## src/rtl/bt_channel_pkg.sv

```systemverilog
// bt_channel_pkg: shared types and constants for the bus-and-tag selector channel.
//   - bt_state_e    : channel sequencing FSM states
//   - CMD_*         : CCW command codes understood by the host/CU pair
//   - ST_*          : status byte bit positions and masks
//   - CC_*          : condition codes reported to the host
//   - SEL_TIMEOUT   : cycles to wait for a CU to answer selection
package bt_channel_pkg;

    typedef enum logic [2:0] {
        IDLE        = 3'd0,
        SELECT      = 3'd1,
        COMMAND     = 3'd2,
        INIT_STATUS = 3'd3,
        DATA        = 3'd4,
        END         = 3'd5
    } bt_state_e;

    localparam logic [7:0] CMD_WRITE = 8'h01;
    localparam logic [7:0] CMD_READ  = 8'h02;
    localparam logic [7:0] CMD_NOP   = 8'h03;

    localparam int ST_BUSY_BIT = 4;
    localparam int ST_CE_BIT   = 3;
    localparam int ST_DE_BIT   = 2;
    localparam int ST_UC_BIT   = 1;

    localparam logic [7:0] ST_BUSY = 8'h10;
    localparam logic [7:0] ST_CE   = 8'h08;
    localparam logic [7:0] ST_DE   = 8'h04;
    localparam logic [7:0] ST_UC   = 8'h02;

    localparam logic [1:0] CC_STARTED  = 2'd0;
    localparam logic [1:0] CC_STORED   = 2'd1;
    localparam logic [1:0] CC_BUSY     = 2'd2;
    localparam logic [1:0] CC_NOT_OPER = 2'd3;

    // A CU that neither answers nor returns select within this many cycles
    // of SELECT entry is treated as absent.
    localparam logic [4:0] SEL_TIMEOUT = 5'd16;

    function automatic logic cmd_is_read(input logic [7:0] c);
        return (c[1:0] == 2'b10);
    endfunction

    function automatic logic cmd_is_write(input logic [7:0] c);
        return c[0];
    endfunction

endpackage

```

## src/rtl/bt_channel_parity.sv

```systemverilog
// odd_parity: combinational odd-parity generator for one bus byte.
//   data   in  8  byte on the bus
//   parity out 1  bit that makes the 9-bit word have an odd number of ones
module odd_parity (
    input  logic [7:0] data,
    output logic       parity
);
    assign parity = ~^data;
endmodule

```

## src/rtl/bt_channel.sv

```systemverilog
// bt_channel: selector-style bus-and-tag channel driving one chain (A) with a
// single control unit. Runs initial selection, command transfer, initial
// status, byte-at-a-time data transfer and ending status for one CCW.
//
// Ports
//   clk, reset            clock / asynchronous active-low reset
//   enable                raises a_operational_out; low forces IDLE, no tags
//   a_bus_out[_parity]    channel->CU byte with odd parity
//   a_bus_in[_parity]     CU->channel byte with odd parity
//   a_*_out               outbound tags (operational, hold, select, address,
//                         command, service, suppress)
//   a_*_in                inbound tags (operational, request, select, address,
//                         status, service)
//   addr, command, start  unit address and CCW command, taken on start
//   stop                  host stop request, remembered until the op ends
//   condition_code        0 started, 1 status stored, 2 busy, 3 not operational
//   status                last status byte accepted from the CU
//   data_send_*           AXI-Stream style write data from the host
//   data_recv_*           AXI-Stream style read data to the host
//
// Build option: define BT_CHANNEL_PARITY_CHECK_EN to check a_bus_in parity on
// every sampled byte; a mismatch reports unit check with condition code 1.
module bt_channel
    import bt_channel_pkg::*;
(
    input  logic       clk,
    input  logic       reset,
    input  logic       enable,
    output logic [7:0] a_bus_out,
    output logic       a_bus_out_parity,
    input  logic [7:0] a_bus_in,
    input  logic       a_bus_in_parity,
    output logic       a_operational_out,
    output logic       a_hold_out,
    output logic       a_select_out,
    output logic       a_address_out,
    output logic       a_command_out,
    output logic       a_service_out,
    output logic       a_suppress_out,
    input  logic       a_operational_in,
    input  logic       a_request_in,
    input  logic       a_select_in,
    input  logic       a_address_in,
    input  logic       a_status_in,
    input  logic       a_service_in,
    input  logic [7:0] addr,
    input  logic [7:0] command,
    input  logic       start,
    input  logic       stop,
    output logic [1:0] condition_code,
    output logic [7:0] status,
    input  logic [7:0] data_send_tdata,
    input  logic       data_send_tvalid,
    output logic       data_send_tready,
    output logic [7:0] data_recv_tdata,
    output logic       data_recv_tvalid,
    input  logic       data_recv_tready
);

    bt_state_e  state_q, state_d;
    logic [7:0] bus_q, bus_d;
    logic [7:0] cmd_q, cmd_d;
    logic [7:0] status_q, status_d;
    logic [7:0] rdata_q, rdata_d;
    logic [1:0] cc_q, cc_d;
    logic [4:0] selcnt_q, selcnt_d;
    logic       hold_q, hold_d;
    logic       sel_q, sel_d;
    logic       adr_q, adr_d;
    logic       cmdt_q, cmdt_d;
    logic       svc_q, svc_d;
    logic       rvalid_q, rvalid_d;
    logic       sready_q, sready_d;
    logic       stop_q, stop_d;
    logic       endp_q, endp_d;   // service_out is answering ending status
    logic       perr_q, perr_d;   // a bad-parity byte was seen this op
    logic       op_q;

    logic       par_err;
    logic [7:0] sampled;
    logic       unused_request;

    // request-in is only meaningful for CU-initiated reconnection, which a
    // selector channel with one device does not use.
    assign unused_request = a_request_in;

    odd_parity u_out_par (.data(bus_q), .parity(a_bus_out_parity));

`ifdef BT_CHANNEL_PARITY_CHECK_EN
    logic in_par;
    odd_parity u_in_par (.data(a_bus_in), .parity(in_par));
    assign par_err = (in_par != a_bus_in_parity);
`else
    logic unused_in_parity;
    assign unused_in_parity = a_bus_in_parity;
    assign par_err          = 1'b0;
`endif

    // Any status byte taken during an op carrying a parity error reports
    // unit check, so the host sees it even if the CU's own status was clean.
    assign sampled = a_bus_in | ((par_err || perr_q) ? ST_UC : 8'h00);

    always_comb begin
        state_d  = state_q;
        bus_d    = bus_q;
        cmd_d    = cmd_q;
        status_d = status_q;
        rdata_d  = rdata_q;
        cc_d     = cc_q;
        selcnt_d = selcnt_q;
        hold_d   = hold_q;
        sel_d    = sel_q;
        adr_d    = adr_q;
        cmdt_d   = cmdt_q;
        svc_d    = svc_q;
        rvalid_d = rvalid_q;
        sready_d = sready_q;
        stop_d   = stop_q;
        endp_d   = endp_q;
        perr_d   = perr_q;

        if (state_q != IDLE) begin
            if (start) cc_d = CC_BUSY;
            if (stop)  stop_d = 1'b1;
        end

        case (state_q)
            IDLE: begin
                if (start) begin
                    cmd_d    = command;
                    bus_d    = addr;
                    adr_d    = 1'b1;
                    cc_d     = CC_STARTED;
                    selcnt_d = '0;
                    perr_d   = 1'b0;
                    state_d  = SELECT;
                end
            end

            SELECT: begin
                selcnt_d = selcnt_q + 5'd1;
                if (!sel_q) begin
                    // address has been on the bus for a cycle; now select
                    hold_d = 1'b1;
                    sel_d  = 1'b1;
                end else if (a_select_in || selcnt_q == SEL_TIMEOUT) begin
                    // select propagated past the end of the chain: no CU
                    hold_d  = 1'b0;
                    sel_d   = 1'b0;
                    adr_d   = 1'b0;
                    bus_d   = '0;
                    stop_d  = 1'b0;
                    cc_d    = CC_NOT_OPER;
                    state_d = IDLE;
                end else if (a_operational_in && a_address_in) begin
                    hold_d  = 1'b0;
                    sel_d   = 1'b0;
                    adr_d   = 1'b0;
                    bus_d   = cmd_q;
                    cmdt_d  = 1'b1;
                    state_d = COMMAND;
                end
            end

            COMMAND: begin
                if (!a_address_in) begin
                    cmdt_d  = 1'b0;
                    bus_d   = '0;
                    state_d = INIT_STATUS;
                end
            end

            INIT_STATUS: begin
                if (!svc_q) begin
                    if (a_status_in) begin
                        status_d = sampled;
                        perr_d   = perr_q | par_err;
                        svc_d    = 1'b1;
                    end
                end else if (!a_status_in) begin
                    svc_d = 1'b0;
                    if (status_q == 8'h00) begin
                        state_d = DATA;
                    end else begin
                        cc_d    = CC_STORED;
                        state_d = END;
                    end
                end
            end

            DATA: begin
                if (svc_q) begin
                    if (endp_q) begin
                        if (!a_status_in) begin
                            svc_d   = 1'b0;
                            endp_d  = 1'b0;
                            state_d = END;
                        end
                    end else if (!a_service_in) begin
                        svc_d = 1'b0;
                        bus_d = '0;
                    end
                end else if (cmdt_q) begin
                    if (!a_service_in) cmdt_d = 1'b0;
                end else if (rvalid_q) begin
                    if (data_recv_tready) begin
                        rvalid_d = 1'b0;
                        svc_d    = 1'b1;
                    end else if (stop_q) begin
                        rvalid_d = 1'b0;
                        cmdt_d   = 1'b1;
                    end
                end else if (sready_q) begin
                    if (data_send_tvalid) begin
                        sready_d = 1'b0;
                        bus_d    = data_send_tdata;
                        svc_d    = 1'b1;
                    end else if (stop_q) begin
                        sready_d = 1'b0;
                        cmdt_d   = 1'b1;
                    end
                end else if (a_status_in) begin
                    status_d = sampled;
                    if (par_err || perr_q) cc_d = CC_STORED;
                    svc_d  = 1'b1;
                    endp_d = 1'b1;
                end else if (a_service_in) begin
                    if (cmd_is_read(cmd_q)) begin
                        if (par_err) begin
                            // refuse the corrupt byte; CU ends with status
                            perr_d = 1'b1;
                            cmdt_d = 1'b1;
                        end else begin
                            rdata_d  = a_bus_in;
                            rvalid_d = 1'b1;
                        end
                    end else if (cmd_is_write(cmd_q)) begin
                        sready_d = 1'b1;
                    end else begin
                        // control op has no data: answer a data request with stop
                        cmdt_d = 1'b1;
                    end
                end
            end

            END: begin
                hold_d   = 1'b0;
                sel_d    = 1'b0;
                adr_d    = 1'b0;
                cmdt_d   = 1'b0;
                svc_d    = 1'b0;
                endp_d   = 1'b0;
                rvalid_d = 1'b0;
                sready_d = 1'b0;
                bus_d    = '0;
                if (!a_operational_in) begin
                    stop_d  = 1'b0;
                    state_d = IDLE;
                end
            end

            default: state_d = IDLE;
        endcase

        if (!enable) begin
            state_d  = IDLE;
            hold_d   = 1'b0;
            sel_d    = 1'b0;
            adr_d    = 1'b0;
            cmdt_d   = 1'b0;
            svc_d    = 1'b0;
            endp_d   = 1'b0;
            rvalid_d = 1'b0;
            sready_d = 1'b0;
            stop_d   = 1'b0;
            bus_d    = '0;
        end
    end

    always_ff @(posedge clk or negedge reset) begin
        if (!reset) begin
            state_q  <= IDLE;
            bus_q    <= '0;
            cmd_q    <= '0;
            status_q <= '0;
            rdata_q  <= '0;
            cc_q     <= CC_STARTED;
            selcnt_q <= '0;
            hold_q   <= 1'b0;
            sel_q    <= 1'b0;
            adr_q    <= 1'b0;
            cmdt_q   <= 1'b0;
            svc_q    <= 1'b0;
            rvalid_q <= 1'b0;
            sready_q <= 1'b0;
            stop_q   <= 1'b0;
            endp_q   <= 1'b0;
            perr_q   <= 1'b0;
            op_q     <= 1'b0;
        end else begin
            state_q  <= state_d;
            bus_q    <= bus_d;
            cmd_q    <= cmd_d;
            status_q <= status_d;
            rdata_q  <= rdata_d;
            cc_q     <= cc_d;
            selcnt_q <= selcnt_d;
            hold_q   <= hold_d;
            sel_q    <= sel_d;
            adr_q    <= adr_d;
            cmdt_q   <= cmdt_d;
            svc_q    <= svc_d;
            rvalid_q <= rvalid_d;
            sready_q <= sready_d;
            stop_q   <= stop_d;
            endp_q   <= endp_d;
            perr_q   <= perr_d;
            op_q     <= enable;
        end
    end

    assign a_bus_out         = bus_q;
    assign a_operational_out = op_q;
    assign a_hold_out        = hold_q;
    assign a_select_out      = sel_q;
    assign a_address_out     = adr_q;
    assign a_command_out     = cmdt_q;
    assign a_service_out     = svc_q;
    assign a_suppress_out    = 1'b0;
    assign condition_code    = cc_q;
    assign status            = status_q;
    assign data_send_tready  = sready_q;
    assign data_recv_tdata   = rdata_q;
    assign data_recv_tvalid  = rvalid_q;

endmodule

```

## config.mk

```make
export PLATFORM = sky130hd
export DESIGN_NAME = bt_channel
export DESIGN_NICKNAME = d
export VERILOG_FILES = /design/src/rtl/bt_channel_pkg.sv /design/src/rtl/bt_channel_parity.sv /design/src/rtl/bt_channel.sv
export SDC_FILE = /design/constraint.sdc
export NUM_CORES = 1
export LEC_CHECK = 0
export CORE_MARGIN = 8
export CORE_UTILIZATION = 40
export DETAILED_ROUTE_END_ITERATION = 12
export HOLD_SLACK_MARGIN = 0.02
export PLACE_DENSITY = 0.71
export REMOVE_ABC_BUFFERS = 1
export SETUP_SLACK_MARGIN = 0.2
export SLEW_MARGIN = 10
export SYNTH_ARGS = -nofsm -noshare
export SYNTH_HDL_FRONTEND = slang
export SYNTH_HIERARCHICAL = 1
export SYNTH_SLANG_ARGS = --single-unit
```

## constraint.sdc

```tcl
create_clock -name clk -period 1.7 [get_ports clk]
set_input_delay 0.51 -clock clk [delete_from_list [all_inputs] [get_ports clk]]
set_output_delay 0.51 -clock clk [all_outputs]
set_load 0.005 [all_outputs]
```

==> key figures <==
Route
  • Antenna-violating nets left: 0
  • Drt initial violations: 190
  • DRC: 0
  • Final wirelength: approximately 11 mm
  • DR vias/cell: ~5.5
  • Pre-antenna DRT Iters: 5
  • Vias post-DR: approximately 3200
  • DR WL/cell: approximately 19 microns

STA
  • Setup ws final: -0.2372 ns
  • Final hold vios: 0
  • RSZ-0062 raised after global routing: true
  • Final setup viols: 30
  • Slew Limit Fails: 0
  • Clock Skews: ~0.016 ns
  • Crit path time final: roughly 1.9 ns
  • TNS Setup: -3.182 ns
  • Final worst-path cycle share: 114.0%
  • Min Hold Slack: about 0.18 ns
  • Fmax: between 500 and 600 MHz

Place
  • Number of buffers inserted by port buffering: 78
  • Gpl congestion: 0.9340
  • Hpwl dp: roughly 7.1 mm

Die
  • Initial Util: approximately two fifths
  • Boundary Pins: between 80 and 90
  • Core ar.: slightly above 7000 sq um
  • Die ar.: roughly 10000 sq um
  • Die Wd: 102.4 microns
  • DIE HEIGHT: between 100 and 150 microns
  • # rows: 31

Yosys
  • Number of synthesized flops with an enable pin: 0
  • Seq/Total Area, Yosys: between 40% and 50%
  • Synth Flop Type: dfrtp_1
  • Distinct cell type count after synthesis: 56
  • Synth Warn #: 6
  • Synthesized area: about 3000 sq um
  • Yosys reg bits: 52
  • Avg Inst Size Synth: between 9 and 10 sq um
  • Synth async-reset ratio: 100.0%
  • Gate Count Post-Synth: 304

GRT
  • Gr ovfl total: 0
  • Largest net degree at the start of global routing: 53
  • Initial antenna violation count: 0
  • First-pass GRT wire length: around 16 mm
  • Vias in the first global route: between 3000 and 4000
  • Total GRT Usage: a little under a fifth

Setup path
  • R2R setup slack: -0.24 ns
  • CP Launch Type: flip-flop
  • Worst Path Arrival: between 2 and 2.5 ns
  • Worst Setup End Kind: flip-flop
  • Critical path type: reg -> reg
  • Largest fanout on the critical path: 3
  • Worst EP required: ~1.9 ns
  • Reg2Reg Depth: 9

Power and ir drop
  • Seq pwr share: between 20 and 30%
  • Comb power frac: 62.5%
  • Net Switching: roughly 2.8 mW
  • Maximum vdd drop: between 0.6 and 0.7 mV
  • Power density cells: about 1400 nW/um^2
  • Overall Power: between 7 and 8 mW
  • LEAKAGE: between 2 and 2.5 nW
  • Int Power: ~4.4 mW
  • Clock share of power: between 10% and 20%
  • Net Sw Frac: between 30% and 40%

CTS
  • H-tree depth: 2
  • CTS Sinks: 52
  • Root Buffer: clkbuf_8
  • Total CTS buffers: 5
  • Clk buf depth: 2
  • CTS tree: done
  • Clock transition at the registers of the reported paths: approximately 0.11 ns
  • Clock Latency Late Sink: 0.31 ns

Worst hold path
  • Worst Hold Class: in -> async

Finish
  • # nets final: 537
  • Fill count: about 480
  • Layout Area Growth over Synthesis: 77.21%
  • Commonest non-fill, non-tap cell in the layout: buf_4
  • Layout cells sized above 1: 49.39%
  • Commonest non-fill, non-tap cells in the layout: buf_4 (77), dfrtp_1 (49), buf_6 (42), clkdlybuf4s50_1 (38), nand2_1 (23)
  • # diodes: 0

Outcome
  • Violated checks: negative setup slack
  • Status: finished with violations

Job
  • Max-cap violations: 0
[critical path: stages, from the launching register on]
cell,delay (ns)
dfrtp_1,0.41
inv_2,0.09
ha_4,0.13
and4bb_2,0.29
nor3_4,0.07
a221oi_4,0.36
buf_4,0.17
buf_6,0.09
nand2b_4,0.13
o211ai_1,0.10
[cell type report]
cell class | instances | area (sq um) | area share (%)
inverter | 8 | 33.78 | 0.6383
timing repair buffer | 194 | 1765 | 33.36
clock inverter | 3 | 25.02 | 0.4728
multi-input combinational | 228 | 1971 | 37.23
clock buffer | 5 | 68.82 | 1.300
tap | 99 | 123.9 | 2.340
sequential | 52 | 1305 | 24.66
[final timing paths]
path,startpoint,end
worst max-delay path,selcnt_q[0],state_q[0]
worst min-delay path,reset,data_send_tready
worst max register to register,selcnt_q[0],state_q[0]
worst min register to register,cmd_q[2],cmd_q[2]
max in group asynchronous,reset,state_q[1]
min in group clk,cmd_q[2],cmd_q[2]
[stage by stage]
step	instance area (sq um)	worst slack [ns]	utilization, %	instances
5_1_grt	5293	-0.2926	72.97	589
4_1_cts	4825	-0.1748	66.52	573
6_report	5293	-0.2372	72.97	589
3_5_place_dp	4344	-0.5564	59.89	535
2_1_floorplan	2887	-0.5076	-	287
3_3_place_gp	4344	-0.4967	59.89	535
[power by group through the flow]
stage	Sequential [mW]	Clock (mW)	Combinational, mW
CTS	1.89	0.763	3.79
finish	1.95	0.742	4.48
global route	1.98	0.805	4.79
detailed placement	1.93	0	3.28
global placement	1.92	0	3.23
floorplan	2.02	0	1.37
[cell usage after synthesis, drive strengths merged (3+ instances only)]
library cell / n / area, sq um
nor2b: 4 / 32.53
inv: 8 / 30.03
buf: 8 / 66.31
o21ai: 20 / 103.9
nand2: 39 / 146.4
nand3: 21 / 110.1
mux2i: 10 / 100.1
nand3b: 3 / 22.52
nor3: 6 / 35.03
a22o: 8 / 70.07
dfrtp: 52 / 1301
nand2b: 8 / 52.55
a221oi: 3 / 32.53
nor2: 16 / 67.56
nor4: 3 / 18.77
xnor2: 7 / 61.31
o211ai: 3 / 22.52
o22ai: 3 / 18.77
a31oi: 3 / 18.77
o31ai: 3 / 22.52
clkbuf: 9 / 33.78
a21oi: 16 / 83.83
mux2: 24 / 300.3
[cells by family after synthesis]
| family | synth area share, % |
|---|---|
| other cells | 0.1256 |
| buf+inv | 4.357 |
| fa+ha+maj | 0.8377 |
| compound gates | 16.30 |
| xor+xnor | 2.639 |
| flops | 43.57 |
| simple gates | 18.77 |
| mux | 13.41 |
[sequential cells by signal, summed over array words and instances (netlist names), 2 cells and up]
signal and count:
cmd_q 8, a_bus_out 8, selcnt_q 5, status 8, state_q 3, data_recv_tdata 8, condition_code 2
[layer usage]
metal | part of all wire (%) | GRT usage [%]
met5 | 0 | 0
met4 | 3.3 | 5.982
met3 | 7.2 | 3.678
met2 | 50 | 33.83
met1 | 39 | 22.66
[timing repair]
| item | 4_1_cts | 5_1_grt |
|---|---|---|
| gates cloned | 1 | 0 |
| hold buffers | 0 | 0 |
| pin swaps | 15 | 34 |
| gates resized for setup | 145 | 94 |
| endpoints found under the setup margin | 84 | 64 |
| endpoints found under the hold margin | 0 | 0 |
| buffers inserted | 29 | 16 |
No activity file was read; power rests on OpenSTA's default activity.
